$ cat src/rtl/match_logger.sv
// Timestamped match-event logger: stamps each detection pulse with a free-running
// counter, queues the stamps in a first-word-fall-through FIFO and keeps match statistics.
module match_logger #(
    parameter int DEPTH = 4,
    parameter int TSW   = 16,
    parameter int CNTW  = 8
) (
    input  logic                         clk,
    input  logic                         rst,
    input  logic                         op,
    input  logic                         rd_en,
    output logic [TSW-1:0]               rd_data,
    output logic                         empty,
    output logic                         full,
    output logic [$clog2(DEPTH+1)-1:0]   level,
    output logic                         overflow,
    output logic [CNTW-1:0]              match_cnt
);

    localparam int AW = $clog2(DEPTH);
    localparam int LW = $clog2(DEPTH + 1);
    localparam logic [LW-1:0] LVL_FULL = LW'(DEPTH);

    logic [TSW-1:0]  ts_r;
    logic [TSW-1:0]  mem_r [DEPTH];
    logic [AW-1:0]   wr_ptr_r;
    logic [AW-1:0]   rd_ptr_r;
    logic [LW-1:0]   level_r;
    logic            overflow_r;
    logic [CNTW-1:0] match_cnt_r;

    logic            empty_s;
    logic            full_s;
    logic            pop_s;
    logic            push_s;
    logic            drop_s;
    logic [LW-1:0]   level_nxt_s;

    assign empty_s = (level_r == {LW{1'b0}});
    assign full_s  = (level_r == LVL_FULL);

    // Push/pop arbitration: a full FIFO still accepts a push when a pop frees a slot.
    always_comb begin
        pop_s       = rd_en && !empty_s;
        push_s      = op && (!full_s || pop_s);
        drop_s      = op && full_s && !pop_s;
        level_nxt_s = level_r;
        if (push_s && !pop_s) begin
            level_nxt_s = level_r + LW'(1);
        end else if (pop_s && !push_s) begin
            level_nxt_s = level_r - LW'(1);
        end else begin
            level_nxt_s = level_r;
        end
    end

    // Control state: timestamp, pointers, occupancy and statistics.
    always_ff @(posedge clk or posedge rst) begin
        if (rst) begin
            ts_r        <= {TSW{1'b0}};
            wr_ptr_r    <= {AW{1'b0}};
            rd_ptr_r    <= {AW{1'b0}};
            level_r     <= {LW{1'b0}};
            overflow_r  <= 1'b0;
            match_cnt_r <= {CNTW{1'b0}};
        end else begin
            ts_r    <= ts_r + TSW'(1);
            level_r <= level_nxt_s;
            if (push_s) begin
                wr_ptr_r <= wr_ptr_r + AW'(1);
            end
            if (pop_s) begin
                rd_ptr_r <= rd_ptr_r + AW'(1);
            end
            if (drop_s) begin
                overflow_r <= 1'b1;
            end
            // Dropped events still count; the counter sticks at all-ones.
            if (op && (match_cnt_r != {CNTW{1'b1}})) begin
                match_cnt_r <= match_cnt_r + CNTW'(1);
            end
        end
    end

    // Storage array; contents are meaningless until pointed at, so no reset needed.
    always_ff @(posedge clk) begin
        if (!rst && push_s) begin
            mem_r[wr_ptr_r] <= ts_r;
        end
    end

    assign empty     = empty_s;
    assign full      = full_s;
    assign level     = level_r;
    assign overflow  = overflow_r;
    assign match_cnt = match_cnt_r;
    assign rd_data   = empty_s ? {TSW{1'b0}} : mem_r[rd_ptr_r];

endmodule

$ cat config.mk
export PLATFORM = sky130hd
export DESIGN_NAME = match_logger
export DESIGN_NICKNAME = d
export VERILOG_FILES = /design/src/rtl/match_logger.sv
export SDC_FILE = /design/constraint.sdc
export NUM_CORES = 1
export LEC_CHECK = 0
export ABC_AREA = 1
export BUFFER_PORTS_ARGS = -buffer_cell sky130_fd_sc_hd__clkbuf_2
export CAP_MARGIN = 0
export CORE_UTILIZATION = 55
export DETAILED_ROUTE_END_ITERATION = 16
export PLACE_DENSITY = 0.85
export SETUP_SLACK_MARGIN = 0.3
export SKIP_LAST_GASP = 1
export SLEW_MARGIN = 5
export SYNTH_ARGS = -nofsm -noshare
export SYNTH_HDL_FRONTEND = slang
export SYNTH_SLANG_ARGS = --single-unit
$ cat constraint.sdc
create_clock -name clk -period 2.77 [get_ports clk]
set_clock_uncertainty 0.05 [all_clocks]
set_input_delay 0.4155 -clock clk [delete_from_list [all_inputs] [get_ports clk]]
set_output_delay 0.4155 -clock clk [all_outputs]
set_load 0.005 [all_outputs]
==> metrics.cfg <==
[setup_path]
worstSetupPathType = flop to output pin
critPathMaxFanout = 34
cpPeakStageDelay_ps = 400
crit_start = rd_ptr_r[0]$_DFFE_PP0N_
crit_chain = buf_4 -> inv_4 -> o21ai_0 -> a21oi_1 -> clkbuf_2
crit_required_ps = 2300
cp_num_cells = 5
critPathTopFamily = buffers and inverters
crit_path_end = rd_data[15]
arrival_ps = 1760
r2r-start = level[0]$_DFFE_PP0P_
critPathBufInv = 3
crit_slowest_cell = dfrtp_1
cp-end-kind = output pin
r2r_cells = 12
startpoint_type = flop
reg2reg_slack_ps = 680
regToRegEndpoint = level[2]$_DFFE_PP0P_

[clock_tree]
cts.repair.resized = 0
cts.sinks = 96
cts-hold-fix-buffers = 0
worstSkewPairLatency_ps = 360
cts_tree = done
cts_buffers = 9
post-cts-setup-buffers = 0
path_clk_slew_ps = 100
cts_buffer_depth = 2
cts-root-buf = clkbuf_8
cts_htree_levels = 3

[yosys]
yosys.area_share.xor_xnor_pct = 2.89
yosysTopAreaCell = edfxtp_1
synthArstFlopShare_pct = 33.3
synth_edf_count = 64
netlist.area_leader.share_pct = 45.3
synth.cell_area_um2 = 4250
netlist_top_cells_count = nor2_1 (88), edfxtp_1 (64), nand2_1 (64), dfrtp_1 (32), o21ai_0 (29)
synth_cell_types = 30
synth_compound_area_share_pct = 6.66
yosysMostFrequentCell = nor2_1
synth_top_family_by_area = simple AND/OR/NAND/NOR gates
synthCells = 399
ys_ff_latch = 96
yosysSeqAreaShare_pct = 64.1
synth_fa_ha_area_share_pct = 2.53
synth_fp_nets = 411
yosys_warnings = 0
syn_avg_cell_area_um2 = 10.6
synthSimpleGateAreaFrac_pct = 18.6
synth_ff_type = edfxtp_1
muxShareOfSynthArea_pct = 0
synth_area_leaders = edfxtp_1 (45%), dfrtp_1 (19%), nor2_1 (7.8%)

[timing]
worst_pin_slew_ps = 412
setup_viol = 0
rsz0062_at_grt = false
final.setup.tns_ps = 0
maxSlewViolCount = 0
maxSlewHeadroom_pct = 72.5
hold_viol_final = 0
layout_min_cycle_time_ps = 2230
finalCritPeriodShare_pct = 80.5
max_freq_mhz = 448

[global_routing]
grt_usage_pct = 21.7
grt_pass1_wl_um = 13500
grt_pass1_vias = 2637
grt_start_max_net_pins = 35
antenna_found_initial = 0
grt_remaining_overflow = 0

[pwr]
switching_share_pct = 37.3
leakage_nw = 1.94
clkPwrFrac_pct = 21.0
ir_drop_mv = 0.429
switchingPower_mw = 1.58
p_comb_share_pct = 34.9
power.internal_mw = 2.65
p_seq_share_pct = 44.1
p_per_area_nw_per_um2 = 894

[place]
hpwl_um = 5560
gp_congestion = 0.838
port-buffer-count = 33
dpl_cell_area_um2 = 4530

[route]
drc_errors = 0
first_iter_violations = 204
viasPerCell = 5.14
vias = 2817
first_pass_iters = 5
detail-route-antenna-nets = 0
routed_wl_um = 8190
post_drt_wl_per_cell_um = 14.9

[final_layout]
num_antenna_cells = 0
fin_nets = 456
syn_to_final_growth_pct = 11.3
layout-drive-gt1-share_pct = 18.0
finalInstanceArea_um2 = 4730

[floorplanning]
coreArea_um2 = 7370
io_pins = 34
die_y_um = 89.9
die_w_um = 89.9
die_area_um2 = 8070
num_rows = 31
initial_core_util_pct = 57.6

[status]
status = finished, final reports clean

[worst_hold_path]
hp-class = input pin to asynchronous set/reset pin

[job]
drv_cap = 0

## power groups by stage
stage	registers [mW]	logic (mW)	clock network (mW)
after floorplan	1.87	1.02	0
after global placement	1.88	1.43	0
after detailed placement	1.90	1.48	0
after CTS	1.86	1.49	0.902
after global routing	1.89	1.66	0.957
final	1.86	1.48	0.888
## tightest hold or removal path, cell delays in order
cell,delay [ps]
clkbuf_2,80
inv_1,130
buf_4,400
## state kept, by name (all words and copies together) (netlist names)
| register | flops |
|---|---|
| wr_ptr_r | 2 |
| rd_ptr_r | 2 |
| mem_r | 64 |
| level | 3 |
| match_cnt | 8 |
| ts_r | 16 |
| overflow | 1 |
## routing by layer
metal | part of all wire (%) | global-route usage [%] | up-vias | routed length (um)
met5 | 0 | 0 | - | 0
met4 | 1.4 | 8.60 | 0 | 114
met3 | 5.6 | 3.47 | 16 | 457
met2 | 52 | 36.0 | 84 | 4240
met1 | 41 | 28.8 | 1311 | 3370
li1 | - | - | 1406 | -
## how the worst min path moves through the flow
| stage | endpoint | slack [ps] | cells after the start | start |
|---|---|---|---|---|
| final | ts_r[12]$_DFF_PP0_ | 190 | 3 | rst |
| after global routing | ts_r[12]$_DFF_PP0_ | 260 | 3 | rst |
| after CTS | ts_r[14]$_DFF_PP0_ | 230 | 3 | rst |
| after detailed placement | overflow$_DFFE_PP0P_ | 430 | 1 | overflow$_DFFE_PP0P_ |
| after global placement | level[2]$_DFFE_PP0P_ | 430 | 1 | level[2]$_DFFE_PP0P_ |
| after floorplan | overflow$_DFFE_PP0P_ | 420 | 1 | overflow$_DFFE_PP0P_ |
## per-stage QoR
stage | worst slack, ps | utilization [%] | cells | hold slack [ps] | total power, mW
5_1_grt | 417 | 64.1 | 548 | 257 | 4.50
4_1_cts | 529 | 64.1 | 548 | 226 | 4.25
3_3_place_gp | 803 | 61.5 | 532 | 426 | 3.31
2_1_floorplan | 323 | - | 399 | 418 | 2.89
6_report | 540 | 64.1 | 548 | 191 | 4.22
3_5_place_dp | 684 | 61.5 | 532 | 432 | 3.37
## cell usage in the layout, fill, tap and decap left out, types with 3 or more instances in the layout
master,instances
a21oi_1,17
buf_4,12
clkbuf_2,33
clkbuf_8,9
dfrtp_1,32
edfxtp_1,64
ha_1,7
inv_1,27
inv_6,3
nand2_1,64
nand2_2,5
nand2_4,3
nand3_1,11
nor2_1,88
nor2_2,4
o21ai_0,29
o21ai_1,9
xnor2_1,6
xor2_1,8
## layout make-up
| class | count | area [um^2] |
|---|---|---|
| Sequential cell | 96 | 2720 |
| Timing Repair Buffer | 45 | 255 |
| Multi-Input combinational cell | 260 | 1300 |
| Clock inverter | 7 | 72.6 |
| Tap cell | 99 | 124 |
| Clock buffer | 9 | 124 |
| Fill cell | 559 | 2640 |
| Inverter | 32 | 125 |
## cells by family (layout without fill, tap and decap cells)
kind of cell | after synthesis | count (layout)
and+or+nand+nor | 182 | 182
xor gates and xnor gates | 14 | 14
DFF | 96 | 96
buffers and inverters | 43 | 93
AOI/OAI and AO/OA | 56 | 56
adders and majority gates | 8 | 8
Power figures use the tool's default switching activity.
